==> src/rtl/clk_period_meter.sv <==
// Measures the period of a slow asynchronous square wave in fast-clock cycles.
// Define CLK_PERIOD_METER_AVG_EN to publish the mean of every 4 measurements instead.
module clk_period_meter #(
    parameter int unsigned CNT_W   = 24,
    parameter int unsigned TIMEOUT = 10000000
) (
    input  logic             clk,
    input  logic             rst,
    input  logic             sig_in,
    input  logic             meas_en,
    output logic [CNT_W-1:0] period,
    output logic             period_vld,
    output logic             timeout,
    output logic             busy
);

    localparam logic [1:0] IDLE    = 2'd0;
    localparam logic [1:0] ARM     = 2'd1;
    localparam logic [1:0] MEASURE = 2'd2;

    localparam logic [CNT_W-1:0] TIMEOUT_VAL = CNT_W'(TIMEOUT);
    localparam logic [CNT_W-1:0] CNT_MAX     = '1;
    localparam logic [CNT_W-1:0] CNT_ONE     = CNT_W'(1);

    logic [1:0]       sync_q;
    logic             hist_q;
    logic             edge_det;

    logic [1:0]       state_q, state_d;
    logic [CNT_W-1:0] cnt_q, cnt_d, cnt_inc;
    logic [CNT_W-1:0] period_q, period_d;
    logic             vld_q, vld_d;
    logic             timeout_q, timeout_d;
    logic             busy_q;

`ifdef CLK_PERIOD_METER_AVG_EN
    logic [CNT_W+1:0] acc_q, acc_d, acc_sum;
    logic [1:0]       samp_q, samp_d;
`endif

    assign edge_det = sync_q[1] & ~hist_q;
    // Counter saturates rather than wrapping.
    assign cnt_inc  = (cnt_q == CNT_MAX) ? cnt_q : cnt_q + CNT_ONE;

`ifdef CLK_PERIOD_METER_AVG_EN
    assign acc_sum = acc_q + {2'b00, cnt_q};
`endif

    always_comb begin
        state_d   = state_q;
        cnt_d     = cnt_q;
        period_d  = period_q;
        vld_d     = 1'b0;
        timeout_d = timeout_q;
`ifdef CLK_PERIOD_METER_AVG_EN
        acc_d     = acc_q;
        samp_d    = samp_q;
`endif
        if (!meas_en) begin
            state_d   = IDLE;
            cnt_d     = '0;
            timeout_d = 1'b0;
`ifdef CLK_PERIOD_METER_AVG_EN
            acc_d     = '0;
            samp_d    = '0;
`endif
        end else begin
            case (state_q)
                IDLE: begin
                    cnt_d   = '0;
                    state_d = ARM;
                end
                ARM: begin
                    if (edge_det) begin
                        cnt_d   = CNT_ONE;
                        state_d = MEASURE;
                    end else if (cnt_q >= TIMEOUT_VAL) begin
                        timeout_d = 1'b1;
                        cnt_d     = '0;
                    end else begin
                        cnt_d = cnt_inc;
                    end
                end
                MEASURE: begin
                    // An edge takes priority over an expiring count.
                    if (edge_det) begin
                        cnt_d = CNT_ONE;
`ifdef CLK_PERIOD_METER_AVG_EN
                        if (samp_q == 2'd3) begin
                            period_d  = acc_sum[CNT_W+1:2];
                            vld_d     = 1'b1;
                            timeout_d = 1'b0;
                            acc_d     = '0;
                            samp_d    = '0;
                        end else begin
                            acc_d  = acc_sum;
                            samp_d = samp_q + 2'd1;
                        end
`else
                        period_d  = cnt_q;
                        vld_d     = 1'b1;
                        timeout_d = 1'b0;
`endif
                    end else if (cnt_q >= TIMEOUT_VAL) begin
                        timeout_d = 1'b1;
                        cnt_d     = '0;
                        state_d   = ARM;
`ifdef CLK_PERIOD_METER_AVG_EN
                        acc_d     = '0;
                        samp_d    = '0;
`endif
                    end else begin
                        cnt_d = cnt_inc;
                    end
                end
                default: begin
                    state_d = IDLE;
                    cnt_d   = '0;
                end
            endcase
        end
    end

    always_ff @(posedge clk or negedge rst) begin
        if (!rst) begin
            sync_q    <= '0;
            hist_q    <= 1'b0;
            state_q   <= IDLE;
            cnt_q     <= '0;
            period_q  <= '0;
            vld_q     <= 1'b0;
            timeout_q <= 1'b0;
            busy_q    <= 1'b0;
        end else begin
            sync_q    <= {sync_q[0], sig_in};
            hist_q    <= sync_q[1];
            state_q   <= state_d;
            cnt_q     <= cnt_d;
            period_q  <= period_d;
            vld_q     <= vld_d;
            timeout_q <= timeout_d;
            busy_q    <= (state_d != IDLE);
        end
    end

`ifdef CLK_PERIOD_METER_AVG_EN
    always_ff @(posedge clk or negedge rst) begin
        if (!rst) begin
            acc_q  <= '0;
            samp_q <= '0;
        end else begin
            acc_q  <= acc_d;
            samp_q <= samp_d;
        end
    end
`endif

    assign period     = period_q;
    assign period_vld = vld_q;
    assign timeout    = timeout_q;
    assign busy       = busy_q;

endmodule

==> config.mk <==
export PLATFORM = sky130hd
export DESIGN_NAME = clk_period_meter
export DESIGN_NICKNAME = d
export VERILOG_FILES = /design/src/rtl/clk_period_meter.sv
export SDC_FILE = /design/constraint.sdc
export NUM_CORES = 1
export LEC_CHECK = 0
export ABC_AREA = 0
export BUFFER_PORTS_ARGS = -buffer_cell sky130_fd_sc_hd__buf_2
export CORE_MARGIN = 8
export CORE_UTILIZATION = 56
export DETAILED_ROUTE_END_ITERATION = 10
export PLACE_DENSITY_LB_ADDON = 0.12
export SETUP_SLACK_MARGIN = 0.4
export SLEW_MARGIN = 20
export SYNTH_ARGS = -nofsm -noshare
export SYNTH_HDL_FRONTEND = slang
export SYNTH_SLANG_ARGS = --single-unit
export TNS_END_PERCENT = 30
==> constraint.sdc <==
create_clock -name clk -period 2.1 [get_ports clk]
set_input_delay 0.42 -clock clk [delete_from_list [all_inputs] [get_ports clk]]
set_output_delay 0.42 -clock clk [all_outputs]
set_load 0.005 [all_outputs]
======== Word level (Yosys, flattened, before mapping) ========
Index checks and enable logic that the tools add are counted.
word-level totals
  flip-flop bits (word level) ............. 56
  bits of input ports ..................... 4
  output and inout bits ................... 27
  word-level logic and storage cells ...... 41
cells by class
  $add $sub $neg .......................... 1
  magnitude comparators ................... 1
  equal/unequal tests ..................... 6
  multiplexer cells ....................... 18
  bitwise logic cells ..................... 2
  reductions and logical operators ........ 5
operators with widths
  operator                                                count
  two-way mux 24 bit                                      5
  adder 24 x 1 -> 24 bit (second input constant)          1
  equality test 24 bit (second input constant)            1
  >= comparator 24 bit (second input constant)            1
  two-way mux 2 bit                                       4
  two-way mux 1 bit                                       7
  case mux 2 bit (3 select lines)                         1
  inequality test 5 x 4 -> 1 bit (second input constant)  1
  inequality test 3 x 1 -> 1 bit (second input constant)  1
  inequality test 3 bit (second input constant)           1
  AND reduction 3 bit                                     1
  equality test 2 x 1 -> 1 bit (second input constant)    1
  equality test 2 bit (second input constant)             1
  logical NOT 2 bit                                       1
  case mux 1 bit (2 select lines)                         1
  AND reduction 2 bit                                     1
  nonzero test 2 bit                                      1
  OR reduction 2 bit                                      1
  bitwise AND 1 bit                                       1
  NOT 1 bit                                               1

======== Depth between registers and ports, before layout ========
Gate-level depths: netlist of run 1.
  depth after elaboration ................. 6
  mapped depth ............................ 7
  depth with buffers taken out ............ 6

======== Worst setup path before layout of run 1 ========
Ideal clock, no wire load.
  path kind ............................... register to register
  from .................................... reg state_q[0]
  to ...................................... reg period_q[19] (netlist: period[19])
  library setup time ...................... 0.125 ns
  arrival ................................. 1.612 ns
  required time ........................... 1.975 ns
  path slack .............................. 0.363 ns
  cell stages (with the launch flop) ...... 7
  path buffers ............................ 2
  clock period less this slack ............ 1.737 ns
  path through ............................ dfrtp_1 -> inv_1 -> ha_1 -> clkdlybuf4s18_2 -> nand3_2 -> buf_2 -> mux2_2
on the way
  cells in the longest elaborated chain, start to end .. 2
ends and longest elaborated chain
  what                           RTL line  text
  start: declaration             29        logic [1:0] state_q, state_d;
  start signal: assignment       137       state_q <= state_d;
  equality test 2 bit            68        case (state_q)
  AND reduction 3 bit (no line)  n/a
  end signal: assignment         139       period_q <= period_d;
  end: declaration               31        logic [CNT_W-1:0] period_q, period_d;
Every way passes these cells.
A chain may end at the register's enable or synchronous reset.

======== Worst setup path in the final report of run 1 ========
  from .................................... reg cnt_q[8]
  to ...................................... reg cnt_q[6]
on the way
  cells in the longest elaborated chain, start to end .. 5
  elaborated cells between the ends (all ways) .. 7
  those cells by class .................... 1 x order compare; 2 x eq/ne; 4 x mux
ends and longest elaborated chain
  what                      RTL line  text
  start: declaration        30        logic [CNT_W-1:0] cnt_q, cnt_d, cnt_inc;
  start signal: assignment  138       cnt_q <= cnt_d;
  >= comparator 24 bit      77, 104
  two-way mux 24 bit        77, 104
  two-way mux 24 bit        74        if (edge_det) begin
  two-way mux 24 bit        n/a
  two-way mux 24 bit        59        if (!meas_en) begin
Several ways; a longest one is shown, not always the timed one.

==> flow_summary_export.csv, run 1 <==
group,metric,value,unit
job,cap_violations,0,
clock_network,tritoncts,"built",
timing,drv_slew,0,
critical_path,crit_type,"reg2reg",
timing,max-slew-margin-rel,0.7387,
synthesis,ys_types,36,
floorplanning,rows,25,
global_routing,grt_usage,0.1467,
synthesis,synth_nets,235,
critical_path,r2r_end,"cnt_q[6]",
global_routing,grt_pass1_vias,1792,
critical_path,start_kind,"register",
layout,fin_util,0.6346,
power,ir_drop,423.7,uV
timing,setup_tns,0,ps
synthesis,synth_top_area_share,0.5338,
timing,rsz0062_at_grt,"true",
floorplanning,die_y,84.47,um
synthesis,synth_top_area_cell,"dfrtp_1",
floorplanning,start_util,0.5670,
floorplanning,die_w,84.47,um
placement,gp_congestion,0.7976,
clock_network,cts_buffers,5,
clock_network,cts-root-buf,"clkbuf_8",
synthesis,yosysWarnings,0,
critical_path,r2r-start,"cnt_q[8]",
synthesis,synth_edf_count,0,
timing,finalSetupViolations,0,
power,power,0.001784,W
critical_path,setup.worst_path.start,"cnt_q[8]",
critical_path,r2r_setup_slack,490,ps
floorplanning,die_area,0.007134,sq mm
timing,hold_viol_final,0,
drt,drc,0,
layout,nFillCells,407,
synthesis,ys.flop_type,"dfrtp_1",
layout,final_nets,272,
critical_path,crit_path_end_kind,"register",
layout,diodes,0,
timing,fin_crit_sh,0.7673,
drt,routedWlPerCell,14.94,um
layout,layout-drive-gt1-share,0.3346,
clock_network,cts_max_path_buffers,2,
synthesis,yosys-top-cells-count,"dfrtp_1 (56), nor2_1 (34), mux2_2 (21), xor2_1 (15), nand3_1 (13)",
synthesis,synth.avg_cell_area,11.67,sq um
drt,first_pass_iters,4,
layout,final_area,0.002938,sq mm
timing,finalCriticalPeriod,1611,ps
floorplanning,ios,31,
critical_path,required,2290,ps
critical_path,cp.arrival,1800,ps
drt,ant_nets,0,
timing,fmax,620.6,MHz
clock_network,postCtsHoldBufs,0,
drt,drt_wl_total,4735,um
layout,area_growth,11.92,%
clock_network,cts.clk_slew.worst_paths,100,ps
power,powerDensity,607.4,mW/mm^2
drt,drtIter0Drc,58,
floorplanning,core,0.004629,sq mm
power,leakage,1.434,nW
synthesis,syn_area,0.002625,sq mm
placement,hpwl,3444,um
global_routing,grt_overflow,0,
synthesis,postSynthCellCount,225,
timing,hold-worst-slack,24.21,ps
hold_path,hp-class,"in2async",
critical_path,path_max_fanout,14,
run_status,status,"finished, final reports clean",
clock_network,clock_latency,300,ps
synthesis,synth_area_leaders,"dfrtp_1 (53%), mux2_2 (9.0%), xor2_1 (5.0%)",
synthesis,ys_seq_elements,56,
timing,worst_pin_slew,391.9,ps
critical_path,worstRegToRegCells,6,
clock_network,cts_sinks,56,
drt,vias_per_cell,5.375,
clock_network,htreeDepth,2,
synthesis,yosysMostFrequentCell,"dfrtp_1",
timing,clock-skew-final,8.681,ps
synthesis,async_flop_share,1.000,
synthesis,yosysSeqAreaShare,0.5338,
global_routing,antenna_found_initial,0,
global_routing,grt_pass1_wl,8562,um
drt,num_vias,1704,
placement,numPortBuffers,30,
placement,place_area,0.002820,sq mm
global_routing,grt_max_degree,21,
==> power breakdown <==
part / leakage (nW) / internal, W / switching (W)
Clock: 0.0445 / 0.000269 / 0.000333
Combinational: 0.625 / 0.0000284 / 0.0000593
Sequential: 0.765 / 0.00109 / 0.00000654
Total: 1.43 / 0.00139 / 0.000399
==> kinds of logic (layout without fill, tap and decap cells) <==
| logic type | count (synthesis) | after routing | synth area share |
|---|---|---|---|
| compound gates | 20 | 20 | 0.06197 |
| flops | 56 | 56 | 0.5338 |
| fa+ha+maj | 6 | 6 | 0.02860 |
| buf+inv | 13 | 51 | 0.03432 |
| mux | 21 | 21 | 0.09009 |
| simple gates | 88 | 88 | 0.1811 |
| xor+xnor | 21 | 21 | 0.07007 |
==> how the worst max path moves through the flow <==
stage                            end  slack [ps]  depth (start not counted)
after floorplan           period[10]         390                          6
after global routing       cnt_q[17]         360                          6
after detailed placement    cnt_q[6]         420                          6
after CTS                   cnt_q[6]         400                          6
after global placement      cnt_q[2]         490                          6
final                       cnt_q[6]         490                          6
==> state kept, by name (all words and copies together) (netlist names) <==
name and count:
period_vld 1, period 24, busy 1, cnt_q 24, hist_q 1, timeout 1, state_q 2, sync_q 2
==> per-stage QoR <==
| step | cells | setup WS (ps) |
|---|---|---|
| floorplan | 225 | 394.2 |
| global placement | 308 | 489.5 |
| detailed placement | 308 | 424.7 |
| CTS | 316 | 404.7 |
| global route | 317 | 364.7 |
| finish | 317 | 488.7 |
==> area by class of cell <==
type / count / area, sq um / area share
Clock buffer: 7 / 86.33 / 0.02939
Clock inverter: 1 / 7.507 / 0.002555
Inverter: 6 / 22.52 / 0.007666
Multi-Input combinational cell: 156 / 1145 / 0.3897
Sequential cell: 56 / 1406 / 0.4787
Tap cell: 54 / 67.56 / 0.02300
Timing Repair Buffer: 37 / 202.7 / 0.06899
==> metal layers <==
metal,vias to the layer above,wire length (um),GRT usage
li1,840,-,-
met1,841,2211,0.1862
met2,19,2337,0.2335
met3,4,138,0.04000
met4,0,46,0.05340
met5,-,0,0
==> worst max-delay path: stages, from the launching register on <==
cell and delay, ps:
dfrtp_2 470, nand3_2 120, a2111oi_4 360, nand3_2 170
nand3_2 100, buf_4 200, nor2_1 70
==> cells in the final DEF, fill, tap and decap left out, types with 5 or more instances in the layout <==
cell type	instances
xnor2_1	6
nand3_1	13
o21ai_0	5
xor2_1	15
nor2_1	34
buf_4	7
buf_2	30
mux2_2	21
nand4_1	5
inv_1	6
and3_1	5
dfrtp_1	52
ha_1	6
a21oi_1	7
nand2_1	11
clkbuf_8	6
==> repair_timing <==
| action | CTS | global route |
|---|---|---|
| endpoints found under the setup margin | 0 | 25 |
| gates resized for setup | 0 | 6 |
| setup buffers | 0 | 1 |
No activity file was read; power rests on OpenSTA's default activity.
==> run 2: changes to the inputs <==
Clock period 2.1 ns to 1.65 ns, I/O delays scaled along.
==> run 2 against run 1 <==
Against the previous run: design area grew 8.4%; clock-buffer cell count shrank 2; maximum frequency grew 4.5%; worst setup slack lost 380 ps; clock skew grew 2.5 ps; wire length grew 9.1%; sequential cell count is the same; register-to-register slack lost 380 ps; worst hold slack gained 110 ps; critical path depth is the same; global-route usage grew 0.52 points; largest power group unchanged.
==> flow_summary_export.csv, run 2 (synthesized netlist as in run 1, its figures left out) <==
group,metric,value,unit
critical_path,crit_buf_inv,2,
power,ir_drop,587.7,uV
timing,max-slew-margin-rel,0.7531,
drt,ant_nets,0,
timing,clock-skew-final,11.22,ps
critical_path,crit_path_end_kind,"register",
global_routing,grt_usage,0.1519,
floorplanning,ios,31,
power,powerDensity,708.8,mW/mm^2
placement,numPortBuffers,30,
clock_network,cts_max_path_buffers,2,
floorplanning,core,0.004629,sq mm
power,leakage,1.553,nW
layout,layout_commonest_cell,"dfrtp_1",
hold_path,hold_depth,1,
clock_network,cts_sinks,56,
layout,final_cell_mix,"dfrtp_1 (47), nor2_1 (33), buf_2 (30), buf_4 (21), mux2_2 (20)",
critical_path,path_max_fanout,5,
drt,num_vias,1843,
drt,first_pass_iters,4,
placement,hpwl,3659,um
critical_path,worstRegToRegCells,6,
layout,fin_util,0.6881,
run_status,status,"finished, final reports clean",
drt,routedWlPerCell,15.38,um
clock_network,cts-root-buf,"clkbuf_8",
layout,area_growth,21.35,%
critical_path,crit_type,"reg2reg",
global_routing,grt_overflow,0,
critical_path,crit_top_cell,"buf_4",
drt,drt_wl_total,5167,um
timing,rsz0062_at_grt,"true",
timing,finalSetupViolations,0,
placement,place_area,0.003007,sq mm
critical_path,cp_slowest_stage_delay,470,ps
layout,final_area,0.003186,sq mm
critical_path,start_kind,"register",
critical_path,crit_path_cell_trace,"nor3_4 -> buf_4 -> a31oi_4 -> buf_4 -> a211oi_2 -> nor3_1",
global_routing,grt_pass1_wl,8763,um
clock_network,cts_buffers,5,
clock_network,htreeDepth,2,
global_routing,antenna_found_initial,0,
drt,drtIter0Drc,135,
critical_path,cp_num_cells,6,
placement,gp_congestion,0.8216,
critical_path,cp_slowest_cell,"dfrtp_2",
timing,finalCriticalPeriod,1542,ps
layout,final_nets,292,
floorplanning,die_w,84.47,um
layout,layout-drive-gt1-share,0.4149,
global_routing,grt_max_degree,29,
floorplanning,die_y,84.47,um
critical_path,required,1840,ps
power,power,0.002258,W
critical_path,r2r_setup_slack,110,ps
drt,drc,0,
floorplanning,die_area,0.007134,sq mm
global_routing,grt_pass1_vias,1898,
timing,fin_crit_sh,0.9344,
hold_path,hp-class,"in2reg",
timing,worst_pin_slew,368.3,ps
critical_path,cp_top_family,"flip-flops",
clock_network,tritoncts,"built",
timing,drv_slew,0,
timing,fmax,648.6,MHz
floorplanning,rows,25,
timing,setup_tns,0,ps
clock_network,clock_latency,310,ps
floorplanning,start_util,0.5670,
drt,vias_per_cell,5.485,
timing,hold_viol_final,0,
job,cap_violations,0,
layout,diodes,0,
clock_network,cts.clk_slew.worst_paths,100,ps
critical_path,cp.arrival,1730,ps
run 2: through the flow:
stage | setup slack (ps) | cells | hold slack (ps)
6_report | 108.3 | 336 | 130.3
5_1_grt | 12.84 | 336 | 128.2
4_1_cts | 127.8 | 335 | 125.9
3_5_place_dp | 42.31 | 320 | 246.3
3_3_place_gp | 92.32 | 320 | 244.4
2_1_floorplan | 232.6 | 225 | 34.41
run 2: power by group:
part	switching (W)	total, W	internal [W]
sequential	0.00000817	0.00139	0.00139
combinational	0.0000875	0.000143	0.0000551
clock	0.000433	0.000722	0.000289
run 2: worst paths after layout:
path | from | endpoint
max reg2reg | cnt_q[13] | state_q[1]
max | cnt_q[13] | state_q[1]
min | sig_in | sync_q[0]
min reg2reg | sync_q[0] | sync_q[1]
min in group asynchronous | rst | cnt_q[9]
max in group asynchronous | rst | cnt_q[8]
run 2: area by class of cell:
| cell class | count | area (sq um) |
|---|---|---|
| Multi-Input combinational cell | 156 | 1192 |
| Tap cell | 54 | 67.56 |
| Timing Repair Buffer | 57 | 409.1 |
| Sequential cell | 56 | 1413 |
| Fill cell | 359 | 1444 |
| Clock buffer | 5 | 68.82 |
| Clock inverter | 2 | 12.51 |
| Inverter | 6 | 22.52 |
run 2: routing by layer:
layer | up-vias | GRT usage | share of wire
met5 | - | 0 | 0
met4 | 0 | 0.05663 | 0.010
met3 | 4 | 0.04000 | 0.047
met2 | 47 | 0.2450 | 0.47
met1 | 907 | 0.1906 | 0.47
li1 | 885 | - | -
run 2: timing repair:
item | 4_1_cts | 5_1_grt
hold endpoints to repair | 9 | 0
hold buffers | 1 | 0
gates resized for setup | 10 | 2
setup buffers | 7 | 1
endpoints found under the setup margin | 49 | 53
pin swaps | 2 | 1
